==> config.mk <==
export PLATFORM = sky130hd
export DESIGN_NAME = prescaler_multi
export DESIGN_NICKNAME = d
export VERILOG_FILES = /design/src/rtl/prescaler_multi.sv
export SDC_FILE = /design/constraint.sdc
export NUM_CORES = 1
export LEC_CHECK = 0
export BUFFER_PORTS_ARGS = -buffer_cell sky130_fd_sc_hd__buf_4
export CAP_MARGIN = 20
export CORE_MARGIN = 2
export CORE_UTILIZATION = 61
export DETAILED_ROUTE_END_ITERATION = 12
export MAX_ROUTING_LAYER = met4
export PLACE_DENSITY = 0.85
export SYNTH_ARGS = -nofsm -noshare
export SYNTH_HDL_FRONTEND = slang
export SYNTH_SLANG_ARGS = --single-unit
==> constraint.sdc <==
create_clock -name clk -period 4.2 [get_ports clk]
set_input_delay 0.21 -clock clk [delete_from_list [all_inputs] [get_ports clk]]
set_output_delay 0.21 -clock clk [all_outputs]
set_load 0.05 [all_outputs]
==> src/rtl/prescaler_multi.sv <==
// Multi-channel clock-enable generator: each channel divides clk by a shadowed
// runtime factor and emits 1-cycle ce pulses, continuously or in bursts of N.

module prescaler_lane #(
  parameter int WIDTH   = 16,
  parameter int BURST_W = 16
) (
  input  logic               clk,
  input  logic               rst,
  input  logic [WIDTH-1:0]   factor,
  input  logic               factor_wr,
  input  logic               mode,
  input  logic [BURST_W-1:0] burst_len,
  input  logic               start,
  input  logic               stop,
  output logic               ce,
  output logic               busy,
  output logic               done
);
  localparam logic [0:0] S_IDLE = 1'b0;
  localparam logic [0:0] S_RUN  = 1'b1;

  logic [0:0]         state_q, state_d;
  logic [WIDTH-1:0]   shadow_q, shadow_d;
  logic [WIDTH-1:0]   active_q, active_d;
  logic [WIDTH-1:0]   cnt_q, cnt_d;
  logic [BURST_W-1:0] rem_q, rem_d;
  logic               mode_q, mode_d;
  logic               ce_q, ce_d;
  logic               done_q, done_d;
  logic [WIDTH-1:0]   fac_eff, next_active;

  always_comb begin
    state_d  = state_q;
    shadow_d = shadow_q;
    active_d = active_q;
    cnt_d    = cnt_q;
    rem_d    = rem_q;
    mode_d   = mode_q;
    ce_d     = 1'b0;
    done_d   = 1'b0;
    // Factors are stored already normalised, so active is never 0 and active-1 never wraps
    fac_eff     = (factor == '0) ? WIDTH'(1) : factor;
    next_active = factor_wr ? fac_eff : shadow_q;
    if (factor_wr) shadow_d = fac_eff;

    if (stop) begin
      state_d = S_IDLE;
    end else if (start) begin
      state_d  = S_RUN;
      cnt_d    = '0;
      active_d = next_active;
      rem_d    = (burst_len == '0) ? BURST_W'(1) : burst_len;
      mode_d   = mode;
    end else if (state_q == S_RUN) begin
      if (cnt_q == active_q - WIDTH'(1)) begin
        ce_d     = 1'b1;
        cnt_d    = '0;
        active_d = next_active;
        if (mode_q) begin
          if (rem_q == BURST_W'(1)) begin
            done_d  = 1'b1;
            state_d = S_IDLE;
          end else begin
            rem_d = rem_q - BURST_W'(1);
          end
        end
      end else begin
        cnt_d = cnt_q + WIDTH'(1);
      end
    end
  end

  always_ff @(posedge clk) begin
    if (rst) begin
      state_q  <= S_IDLE;
      shadow_q <= WIDTH'(1);
      active_q <= WIDTH'(1);
      cnt_q    <= '0;
      rem_q    <= '0;
      mode_q   <= 1'b0;
      ce_q     <= 1'b0;
      done_q   <= 1'b0;
    end else begin
      state_q  <= state_d;
      shadow_q <= shadow_d;
      active_q <= active_d;
      cnt_q    <= cnt_d;
      rem_q    <= rem_d;
      mode_q   <= mode_d;
      ce_q     <= ce_d;
      done_q   <= done_d;
    end
  end

  assign ce   = ce_q;
  assign done = done_q;
  assign busy = (state_q == S_RUN);
endmodule

module prescaler_multi #(
  parameter int CHANNELS = 4,
  parameter int WIDTH    = 16,
  parameter int BURST_W  = 16
) (
  input  logic                      clk,
  input  logic                      rst,
  input  logic [CHANNELS*WIDTH-1:0] factor,
  input  logic [CHANNELS-1:0]       factor_wr,
  input  logic [CHANNELS-1:0]       mode,
  input  logic [BURST_W-1:0]        burst_len,
  input  logic [CHANNELS-1:0]       start,
  input  logic [CHANNELS-1:0]       stop,
  output logic [CHANNELS-1:0]       ce,
  output logic [CHANNELS-1:0]       busy,
  output logic [CHANNELS-1:0]       done
);
  for (genvar i = 0; i < CHANNELS; i++) begin : g_lane
    prescaler_lane #(.WIDTH(WIDTH), .BURST_W(BURST_W)) u_lane (
      .clk       (clk),
      .rst       (rst),
      .factor    (factor[i*WIDTH +: WIDTH]),
      .factor_wr (factor_wr[i]),
      .mode      (mode[i]),
      .burst_len (burst_len),
      .start     (start[i]),
      .stop      (stop[i]),
      .ce        (ce[i]),
      .busy      (busy[i]),
      .done      (done[i])
    );
  end
endmodule

==> Yosys cells after proc, flatten, opt, wreduce, memory -nomap -nowiden <==
Index checks and enable logic that the tools add are counted.
{ "totals": {"regBits": 272, "input_bits": 98, "wordCells": 198} }
{ "classes": {"add_sub_neg": 12, "n_eq_ne": 12, "n_mux": 81, "bitwise_logic": 16, "n_reduce_logical": 45} }
{ "op_table": {"columns": ["operator", "count"], "rows": [
  ["$mux W16", 53],
  ["$sub A16 B1 Y16 const B", 8],
  ["$logic_not A16 Y1", 5],
  ["$add A16 B1 Y16 const B", 4],
  ["$eq A16 B1 Y1 const B", 4],
  ["$eq A16 B16 Y1", 4],
  ["$mux W1", 28],
  ["$reduce_bool A2 Y1", 12],
  ["$reduce_or A6 Y1", 4],
  ["$reduce_and A5 Y1", 4],
  ["$not A1 Y1", 16],
  ["$reduce_and A2 Y1", 8],
  ["$reduce_or A4 Y1", 4],
  ["$reduce_and A3 Y1", 4],
  ["$ne A2 B2 Y1 const B", 4],
  ["$reduce_or A2 Y1", 4]
]} }

==> Logic depth before layout (Yosys ltp) <==
{ "depth": {"depth_word": 6, "ltp_mapped": 15, "depth_no_buf": 10} }

==> Modules after synthesis <==
From an unflattened synthesis, not the netlist that was laid out.
{ "hier_totals": {"cells_unflattened": 1780, "hier_area_um2": 15154.5} }
{ "modules_own_cells": {"columns": ["mod", "instances", "cells_per_inst", "area_per_inst_um2"], "rows": [
  ["prescaler_lane (g_lane[2].u_lane ...)", 2, 436, 3873.7],
  ["prescaler_lane (g_lane[0].u_lane ...)", 2, 454, 3703.6]
]} }

==> Worst setup path before layout <==
OpenSTA, ideal clock, no wires.
{ "synth_path": {"path_type": "flip-flop to flip-flop", "startpoint": "register g_lane[2].u_lane.active_q[0]", "endpoint": "register g_lane[2].u_lane.active_q[10]", "setup_ps": 123, "t_arrival_ps": 3238, "path_slack_ps": 838, "path_stages_with_launch": 15, "n_path_buf": 4, "synth_period_minus_slack_ps": 3362, "cell_sequence": "dfxtp_1 > clkbuf_1 > inv_1 > ha_1 > buf_2 > or4b_1 > clkbuf_1 > or4_1 > a32oi_1 > mux2i_1 > nor4_2 > a21oi_1 > nor2_1 > buf_4 > mux2_1"} }
{ "synth_between": {"elab_chain_len": 4} }
{ "synth_lines": {"columns": ["item", "line_no", "text"], "rows": [
  ["start: declaration", "25", "logic [WIDTH-1:0] active_q, active_d;"],
  ["start signal: assignment", "87", "active_q <= active_d;"],
  ["$sub A16 B1 Y16", "56", "if (cnt_q == active_q - WIDTH'(1)) begin"],
  ["$eq A16 B16 Y1", "56", null],
  ["$reduce_bool A2 Y1 (no source line)", null, null],
  ["$reduce_and A3 Y1 (no source line)", null, null]
]} }
Every way passes these cells.
A chain may end at the register's enable or synchronous reset.

==> Final worst setup path <==
{ "layout_path": {"startpoint": "register g_lane[2].u_lane.active_q[0]", "endpoint": "register g_lane[2].u_lane.active_q[4]"} }
The elaborated chain is that of the path after synthesis.

==> impl_metrics.tcl <==
set metrics [dict create \
    synth_compound_area_share_pct 14.84 \
    synth_top_family_by_area "simple AND/OR/NAND/NOR gates" \
    clk_latency_ns 0.54 \
    cp_slowest_cell "or4b_1" \
    htreeDepth 1 \
    r2r_slack_ns 0.58 \
    tightest_slew_ns 0.9356 \
    r2r-end "g_lane[2].u_lane.active_q[4]" \
    seqCellArea_um2 5445 \
    routed_wirelength_um 38530 \
    fp.coreArea_um2 23540 \
    synth_cell_types 91 \
    syn_area_per_cell_um2 8.375 \
    clockBufferDepth 3 \
    dp.cells 2084 \
    cap_viol_max_count 0 \
    max_stage_delay_ns 0.61 \
    p_leak_nw 6.633 \
    hold_path_class "in2reg" \
    synth-async-reset-ratio_pct 0 \
    power_w 0.006573 \
    cp.required_ns 4.62 \
    clk_pin_slew_ns 0.06 \
    power.switching_w 0.001835 \
    core.rowCount 56 \
    wl_per_cell_um 17.58 \
    synth_edf_count 0 \
    clock_skew_ns 0.01418 \
    hold_viol 0 \
    p_per_area_nw_per_um2 387.0 \
    start_kind "flip-flop" \
    layout.cells.non_filler 2191 \
    finalSetupTns_ns 0 \
    synth_area_um2 14680 \
    die_height_um 159.1 \
    worstHoldStart "factor[40]" \
    antenna_found_initial 0 \
    clkSinkCount 272 \
    yosysSeqAreaShare_pct 37.09 \
    ys.flop_type "dfxtp_1" \
    crit_type "reg2reg" \
    multi_input_area_um2 8548 \
    root_buffer "clkbuf_16" \
    layout.nets 1964 \
    yosys_warnings 0 \
    grt_pass1_wl_um 63750 \
    cts_buffers 28 \
    cts_tree "done" \
    pwr-share-comb_pct 17.5 \
    drc 0 \
    syn_nets 1867 \
    dr.pass1.iters 7 \
    final_area_um2 16990 \
    muxShareOfSynthArea_pct 7.312 \
    setup_viol 0 \
    final_util_pct 72.16 \
    slew_violations 0 \
    critical_path.endpoint_type "flip-flop" \
    place_area_um2 15450 \
    grt_max_degree 83 \
    io_buffers 109 \
    fmax_ghz 0.2763 \
    start_util_pct 62.36 \
    synth_top_area_share_pct 37.09 \
    drive_gt1_share_pct 11.86 \
    dr_total_vias 13500 \
    rsz0062_at_grt "no" \
    arrival_ns 4.04 \
    fin_crit_sh_pct 86.18 \
    viasPerCell 6.162 \
    synthCells 1753 \
    intPower_w 0.004739 \
    ys_ff_latch 272 \
    status "finished clean" \
    maxSlewHeadroom_pct 37.39 \
    drt.antenna.violating_nets 0 \
    hold-path-cell-count 3 \
    grt_usage_pct 30.34 \
    power_frac_seq_pct 42.8 \
    post-dp-hpwl_um 25930 \
    syn_to_final_growth_pct 15.71 \
    overflow 0 \
    grt_pass1_vias 13020 \
    die_w_um 159.1 \
    diodes 0 \
    r2r-start "g_lane[2].u_lane.active_q[0]" \
    yosys.area_share.simple_pct 27.32 \
    place.gp.congestion 0.9205 \
    max-vdd-ir-drop_uv 420.9 \
    pwr-share-clk_pct 39.8 \
    nFillCells 1777 \
    synthTopCellsByArea "dfxtp_1 37%, nor2_1 5.0%, mux2i_1 4.7%" \
    crit_chain "inv_1 -> ha_1 -> or4b_1 -> or4_1 -> a32oi_1 -> mux2i_1 -> nor4_2 -> a21oi_1 -> nor2_2 -> buf_4 -> mux2_1" \
    synth_top_cell_by_area "dfxtp_1" \
    synth_xor_area_share_pct 7.372 \
    rr_worst_depth 11 \
    period_needed_ns 3.620 \
    cp_max_fo 20 \
    post_cts_buffers 0 \
    first_iter_violations 1217 \
    yosys.area_share.adder_pct 1.364 \
    swShare_pct 27.91 \
    io_pins 110 \
    dieArea_um2 25330 \
    hold_end "g_lane[2].u_lane.shadow_q[8]" \
]
-- per-stage QoR --
step           hold WS [ns]  worst slack, ns
2_1_floorplan        0.2828           0.8384
3_3_place_gp         0.4331           0.6663
3_5_place_dp         0.4388           0.5738
4_1_cts            0.001255           0.5487
5_1_grt           0.0006415           0.2691
6_report           0.007498           0.5804
-- per-layer routing --
metal	global-route usage [%]	part of all wire (%)	routed length, µm
met1	36.06	42	16090
met2	52.77	49	18970
met3	4.116	5.3	2025
met4	10.62	3.8	1451
met5	-	0	0
-- final cells by class --
cell class / count / area share [%]
repair buffers: 176 / 8.610
clock inverters: 13 / 0.8765
flip-flops and latches: 272 / 32.05
inverters: 40 / 0.8838
clock buffers: 39 / 4.905
multi-input cells: 1332 / 50.32
well taps: 319 / 2.350
-- cell usage after synthesis, types with 20 or more instances --
cell and n:
dfxtp_1 272, nor2_1 195, nand2_1 176, nor3_1 89, a21oi_1 71, xnor2_1 70
mux2i_1 69, clkbuf_1 61, o21ai_0 51, xor2_1 51, nand3_1 48, nor4_1 46
inv_1 40, nor2b_1 38, nand4_1 26, or3_1 25, and3_1 23, o211ai_1 22
a31oi_1 20, mux2_1 20
-- power groups by stage --
stage / sequential (W) / combinational (W) / clock, W
6_report: 0.00281 / 0.00115 / 0.00261
5_1_grt: 0.00282 / 0.00126 / 0.00276
3_5_place_dp: 0.00286 / 0.00108 / 0
3_3_place_gp: 0.00286 / 0.00105 / 0
4_1_cts: 0.00281 / 0.00113 / 0.00264
2_1_floorplan: 0.00282 / 0.000825 / 0
-- registers in the layout, indices dropped and copies added, names as in the netlist --
signal / count
g_lane.u_lane.cnt_q: 64
g_lane.u_lane.active_q: 64
g_lane.u_lane.busy: 4
g_lane.u_lane.done: 4
g_lane.u_lane.shadow_q: 64
g_lane.u_lane.rem_q: 64
g_lane.u_lane.ce: 4
g_lane.u_lane.mode_q: 4
-- layout by cell type (no fill, tap or decap), drive strengths merged, types with 12 or more instances in the layout --
cell type | synthesis | layout
dfxtp | 272 | 272
nor2 | 197 | 197
nand2 | 176 | 176
buf | 47 | 121
nor3 | 92 | 92
a21oi | 74 | 74
xnor2 | 70 | 70
mux2i | 69 | 69
dlygate4sd3 | 0 | 55
o21ai | 55 | 55
nor4 | 53 | 53
xor2 | 51 | 51
nand3 | 48 | 48
inv | 40 | 40
clkbuf | 62 | 39
nor2b | 38 | 38
mux2 | 31 | 31
nand4 | 26 | 26
or3 | 26 | 26
and3 | 23 | 23
o211ai | 22 | 22
a31oi | 20 | 20
a22o | 19 | 19
o31ai | 18 | 18
or4 | 17 | 17
ha | 16 | 16
or2 | 15 | 15
nand2b | 12 | 12
o22ai | 12 | 12
-- critical path: cells and delay by family, from the launching register on --
family,cells,cell delay (ns)
DFF,1,0.38
adders and majority gates,1,0.34
muxes,2,0.48
and+or+nand+nor,4,1.51
AOI/OAI and AO/OA,2,0.43
buffers and inverters,2,0.35
-- cells by family after synthesis --
family / count (synthesis)
xor+xnor: 122
buf+inv: 149
fa+ha+maj: 16
flops: 272
compound gates: 320
simple gates: 774
mux: 100
-- worst max path at each step --
| stage | startpoint | endpoint | slack [ns] | cells past startpoint |
|---|---|---|---|---|
| after CTS | g_lane[2].u_lane.active_q[0] | g_lane[2].u_lane.active_q[4] | 0.55 | 11 |
| after global routing | g_lane[2].u_lane.active_q[0] | g_lane[2].u_lane.active_q[8] | 0.27 | 11 |
| after floorplan | g_lane[2].u_lane.active_q[0] | g_lane[2].u_lane.active_q[10] | 0.84 | 14 |
| final | g_lane[2].u_lane.active_q[0] | g_lane[2].u_lane.active_q[4] | 0.58 | 11 |
| after global placement | g_lane[2].u_lane.active_q[0] | g_lane[2].u_lane.active_q[2] | 0.67 | 11 |
| after detailed placement | g_lane[2].u_lane.active_q[0] | g_lane[2].u_lane.active_q[8] | 0.57 | 11 |
-- what timing repair did --
action,4_1_cts,5_1_grt
resized for setup,0,0
endpoints found under the hold margin,56,0
hold buffers,55,0
Power figures use the tool's default switching activity.
